--- src/rtl/stopwatch_ctrl.sv ---
// Stopwatch controller: prescaler, start/stop/clear FSM and a BCD digit chain.
// Optional lap hold is compiled in with STOPWATCH_LAP_EN.
//
// Parameters:
//   TICK_DIV   clk cycles per count tick (>= 1)
//   DIGITS     number of BCD digits (1..8)
// Ports:
//   clk        system clock, posedge
//   rst        synchronous active-high reset
//   i_start    pulse: start or resume counting
//   i_stop     pulse: pause counting
//   i_clear    pulse: zero count, prescaler, overflow and hold; go IDLE
//   i_lap      pulse: toggle lap hold (STOPWATCH_LAP_EN only)
//   o_bcd      displayed count, digit 0 in [3:0]
//   o_running  high while the FSM is in RUN
//   o_tick     one-cycle pulse when a new count becomes visible
//   o_ovf      sticky flag: chain wrapped from all 9s to all 0s
//   o_hold     high while lap hold is active
module stopwatch_ctrl #(
    parameter int TICK_DIV = 4,
    parameter int DIGITS   = 2
) (
    input  logic                clk,
    input  logic                rst,
    input  logic                i_start,
    input  logic                i_stop,
    input  logic                i_clear,
    input  logic                i_lap,
    output logic [4*DIGITS-1:0] o_bcd,
    output logic                o_running,
    output logic                o_tick,
    output logic                o_ovf,
    output logic                o_hold
);

    localparam int PW = (TICK_DIV > 1) ? $clog2(TICK_DIV) : 1;
    localparam logic [PW-1:0] PMAX = PW'(TICK_DIV - 1);

    typedef enum logic [1:0] {
        IDLE  = 2'd0,
        RUN   = 2'd1,
        PAUSE = 2'd2
    } state_t;

    state_t              state;
    state_t              state_nx;
    logic [PW-1:0]       presc;
    logic [PW-1:0]       presc_nx;
    logic                tick_nx;
    logic [4*DIGITS-1:0] count;
    logic [4*DIGITS-1:0] count_nx;
    logic [DIGITS:0]     carry;
    logic                wrap;
    logic                tick_q;
    logic                ovf_q;

    always_ff @(posedge clk) begin
        if (rst) begin
            state <= IDLE;
        end else begin
            state <= state_nx;
        end
    end

    // Stop outranks the tick: a stop on the terminal prescaler value
    // leaves the prescaler parked there, so resume ticks next cycle.
    always_comb begin
        state_nx = state;
        presc_nx = presc;
        tick_nx  = 1'b0;
        if (i_clear) begin
            state_nx = IDLE;
            presc_nx = '0;
        end else begin
            case (state)
                RUN: begin
                    if (i_stop) begin
                        state_nx = PAUSE;
                    end else if (presc == PMAX) begin
                        presc_nx = '0;
                        tick_nx  = 1'b1;
                    end else begin
                        presc_nx = presc + 1'b1;
                    end
                end
                IDLE, PAUSE: begin
                    if (i_start && !i_stop) begin
                        state_nx = RUN;
                    end
                end
                default: begin
                    state_nx = IDLE;
                end
            endcase
        end
    end

    // Single-cycle ripple: each digit passes a carry on when it wraps.
    always_comb begin
        count_nx = count;
        carry    = '0;
        carry[0] = tick_nx;
        for (int i = 0; i < DIGITS; i++) begin
            if (carry[i]) begin
                if (count[4*i +: 4] == 4'd9) begin
                    count_nx[4*i +: 4] = 4'd0;
                    carry[i+1]         = 1'b1;
                end else begin
                    count_nx[4*i +: 4] = count[4*i +: 4] + 4'd1;
                end
            end
        end
        wrap = carry[DIGITS];
    end

    always_ff @(posedge clk) begin
        if (rst) begin
            presc  <= '0;
            count  <= '0;
            tick_q <= 1'b0;
            ovf_q  <= 1'b0;
        end else if (i_clear) begin
            presc  <= '0;
            count  <= '0;
            tick_q <= 1'b0;
            ovf_q  <= 1'b0;
        end else begin
            presc  <= presc_nx;
            count  <= count_nx;
            tick_q <= tick_nx;
            ovf_q  <= ovf_q | wrap;
        end
    end

    assign o_running = (state == RUN);
    assign o_tick    = tick_q;
    assign o_ovf     = ovf_q;

`ifdef STOPWATCH_LAP_EN
    logic [4*DIGITS-1:0] lap;
    logic                hold;

    // The snapshot takes the count visible before this edge's update.
    always_ff @(posedge clk) begin
        if (rst) begin
            lap  <= '0;
            hold <= 1'b0;
        end else if (i_clear) begin
            hold <= 1'b0;
        end else if (i_lap && state != IDLE) begin
            if (!hold) begin
                lap <= count;
            end
            hold <= !hold;
        end
    end

    assign o_hold = hold;
    assign o_bcd  = hold ? lap : count;
`else
    logic unused_lap;
    assign unused_lap = i_lap;
    assign o_hold     = 1'b0;
    assign o_bcd      = count;
`endif

endmodule

--- config.mk ---
export PLATFORM = sky130hd
export DESIGN_NAME = stopwatch_ctrl
export DESIGN_NICKNAME = d
export VERILOG_FILES = /design/src/rtl/stopwatch_ctrl.sv
export SDC_FILE = /design/constraint.sdc
export NUM_CORES = 1
export LEC_CHECK = 0
export CAP_MARGIN = 20
export CORE_AREA = 2 2 39 41
export DETAILED_ROUTE_END_ITERATION = 16
export DIE_AREA = 0 0 41 43
export DONT_BUFFER_PORTS = 1
export PLACE_DENSITY = 0.71
export REMOVE_ABC_BUFFERS = 1
export SLEW_MARGIN = 15
export SYNTH_ARGS = -nofsm -noshare
export SYNTH_HDL_FRONTEND = slang
export SYNTH_SLANG_ARGS = --single-unit
--- constraint.sdc ---
create_clock -name clk -period 2.3 [get_ports clk]
set_input_delay 0.46 -clock clk [delete_from_list [all_inputs] [get_ports clk]]
set_output_delay 0.46 -clock clk [all_outputs]
set_load 0.02 [all_outputs]
==> results.ini <==
[clocking]
post_cts_buffers=0
cts_sinks=14
cts-resized-gates=0
clk_latency_ns=0.28
path_clk_slew_ns=0.09
cts-hold-fix-buffers=0
root_buffer=clkbuf_4
clock_path_buffers=2
cts_tree=done
htree_levels=1
cts_made_buffers=3

[final_layout]
post-route-util_pct=50.72
layout-drive-gt1-share_pct=12.00
syn2layout_area_growth_pct=6.857
fin_nets=83
stdcell_count=91
diodes=0

[synthesis]
mappedNetlistArea_um2=656.9
yosysUniqueCellTypes=30
synth_ff_type=dfxtp_1
synth_edf_count=0
synth_cells=73
ys_ff_latch=14
synthArstFlopShare_pct=0
ys_warn_count=0
synth-seq-area-share_pct=42.67
syn_avg_cell_area_um2=8.998

[grt]
grt_overflow=0
antenna_found_initial=0
grt_pass1_vias=490
grt_pass1_wl_mm=1.835
grt_max_degree=14
grt_usage_pct=15.94

[timing]
slew_viol_final=0
tns_ns=0
setup_viol=0
hold_viol=0
fmax_ghz=0.5574
fin_worst_skew_ns=0.002961
min_period_ns=1.794
fin_ws_ns=0.5060
period_share_pct=78.00
rsz0062_at_grt=no

[hold_path]
whs_path_depth=1
hold_class=in2reg

[floorplan]
chipWidth_um=41
die_h_um=43
core_area_um2=1384
die_area_um2=1763
start_util_pct=47.47
num_rows=14
ios=18

[worst_setup_path]
timing.rr.end=o_bcd[6]
worstReg2RegStart=state[0]
arrival_ns=1.33
ff2ff_path_depth=4
endpoint_kind=output port
endpoint=o_running
r2r_slack_ns=0.76
crit_required_ns=1.84
cp-startpoint=state[0]
path_class=reg2out
worstPathMaxFanout=6
critPathLaunchType=register

[power_and_ir_drop]
power_density_nw_per_um2=623.4
leakagePower_uw=0.0002662
power_uw=437.6
irDropWorstVdd_mv=0.2730

[drt]
vias_per_cell=5.385
wl_mm=1.057
antenna_left=0
drt_iter0_markers=0
dr_total_vias=490
drc=0
drtPass1Iterations=1
wire_per_inst_um=11.62

[place]
place_inst=87
preCtsSetupSlack_ns=0.7516
place_congestion=0.6435
hpwlAfterDp_um=779.7
portBuffers=0

[status]
status=complete, no violations

[run]
cap_violations=0

[logic make-up after synthesis]
| group | after synthesis | synth area share (%) |
|---|---|---|
| compound gates | 13 | 11.81 |
| mux | 3 | 4.572 |
| xor+xnor | 4 | 5.333 |
| fa+ha+maj | 1 | 1.904 |
| buf+inv | 8 | 5.713 |
| flops | 14 | 42.67 |
| other cells | 1 | 0.5709 |
| simple gates | 29 | 27.43 |
[final cells by class]
class | instances | area, um^2
Sequential cell | 14 | 280.3
Inverter | 5 | 18.77
Multi-Input combinational cell | 51 | 339.1
Tap cell | 16 | 20.02
Clock buffer | 4 | 36.28
Fill cell | 136 | 681.9
Timing Repair Buffer | 1 | 7.507
[worst max-delay path: stages (launching register included)]
cell and delay (ns):
dfxtp_1 0.38, nor2b_1 0.42, buf_4 0.24
[placed cells by master, fill, tap and decap left out]
master    count
and2b_1       1
o211ai_1      1
mux2i_1       3
and2b_2       1
nand4b_1      1
o32ai_1       1
nor3_1        1
nand4_4       1
o21ai_0       2
nand3_1       1
nor2b_1       2
dfxtp_1      14
clkbuf_4      3
buf_4         1
a22oi_1       1
or3_1         2
o21a_1        1
xor2_1        4
a31oi_1       1
and4bb_4      1
conb_1        1
clkbuf_8      1
nand2_1       4
inv_1         5
a21oi_1       6
ha_1          1
nor2_1       10
nor4b_1       1
or2_2         1
or4_1         1
nor3b_1       1
[power by group]
part	total [uW]	switching, uW	leakage, uW	internal [uW]
logic	13.9	9.20	0.000132	4.74
registers	244	0.710	0.000113	243
clock network	180	83.5	0.0000210	96.5
total	438	93.4	0.000266	344
[worst min path at each step]
| stage | from | endpoint | slack [ns] |
|---|---|---|---|
| 2_1_floorplan | presc[1] | presc[1] | 0.46 |
| 3_3_place_gp | presc[1] | presc[1] | 0.48 |
| 3_5_place_dp | presc[1] | presc[1] | 0.50 |
| 4_1_cts | i_stop | state[0] | 0.23 |
| 5_1_grt | i_stop | state[0] | 0.22 |
| 6_report | i_stop | state[0] | 0.24 |
[cells in the mapped netlist, types with 2 or more instances]
| master | number | area share, % |
|---|---|---|
| dfxtp_1 | 14 | 43 |
| nor2_1 | 10 | 5.7 |
| a21oi_1 | 6 | 4.6 |
| inv_1 | 5 | 2.9 |
| nand2_1 | 4 | 2.3 |
| xor2_1 | 4 | 5.3 |
| mux2i_1 | 3 | 4.6 |
| buf_4 | 2 | 2.3 |
| nor2b_1 | 2 | 1.9 |
| o21ai_0 | 2 | 1.5 |
| or3_1 | 2 | 1.9 |
[state kept, by name, indices dropped and copies added (netlist names)]
register  count
o_tick        1
state         2
o_bcd         8
o_ovf         1
presc         2
[metal layers]
layer,track usage [%],wire [um],up-vias
li1,-,-,249
met1,17.65,457,219
met2,22.19,474,17
met3,6.283,81,5
met4,14.00,43,0
met5,0,0,-
[per-stage QoR]
step	area (um^2)	hold WS, ns
final	701.9	0.2371
after global routing	701.9	0.2222
after CTS	701.9	0.2295
after detailed placement	665.6	0.4975
after global placement	665.6	0.4786
after floorplan	638.1	0.4646
No activity file was read; power rests on OpenSTA's default activity.
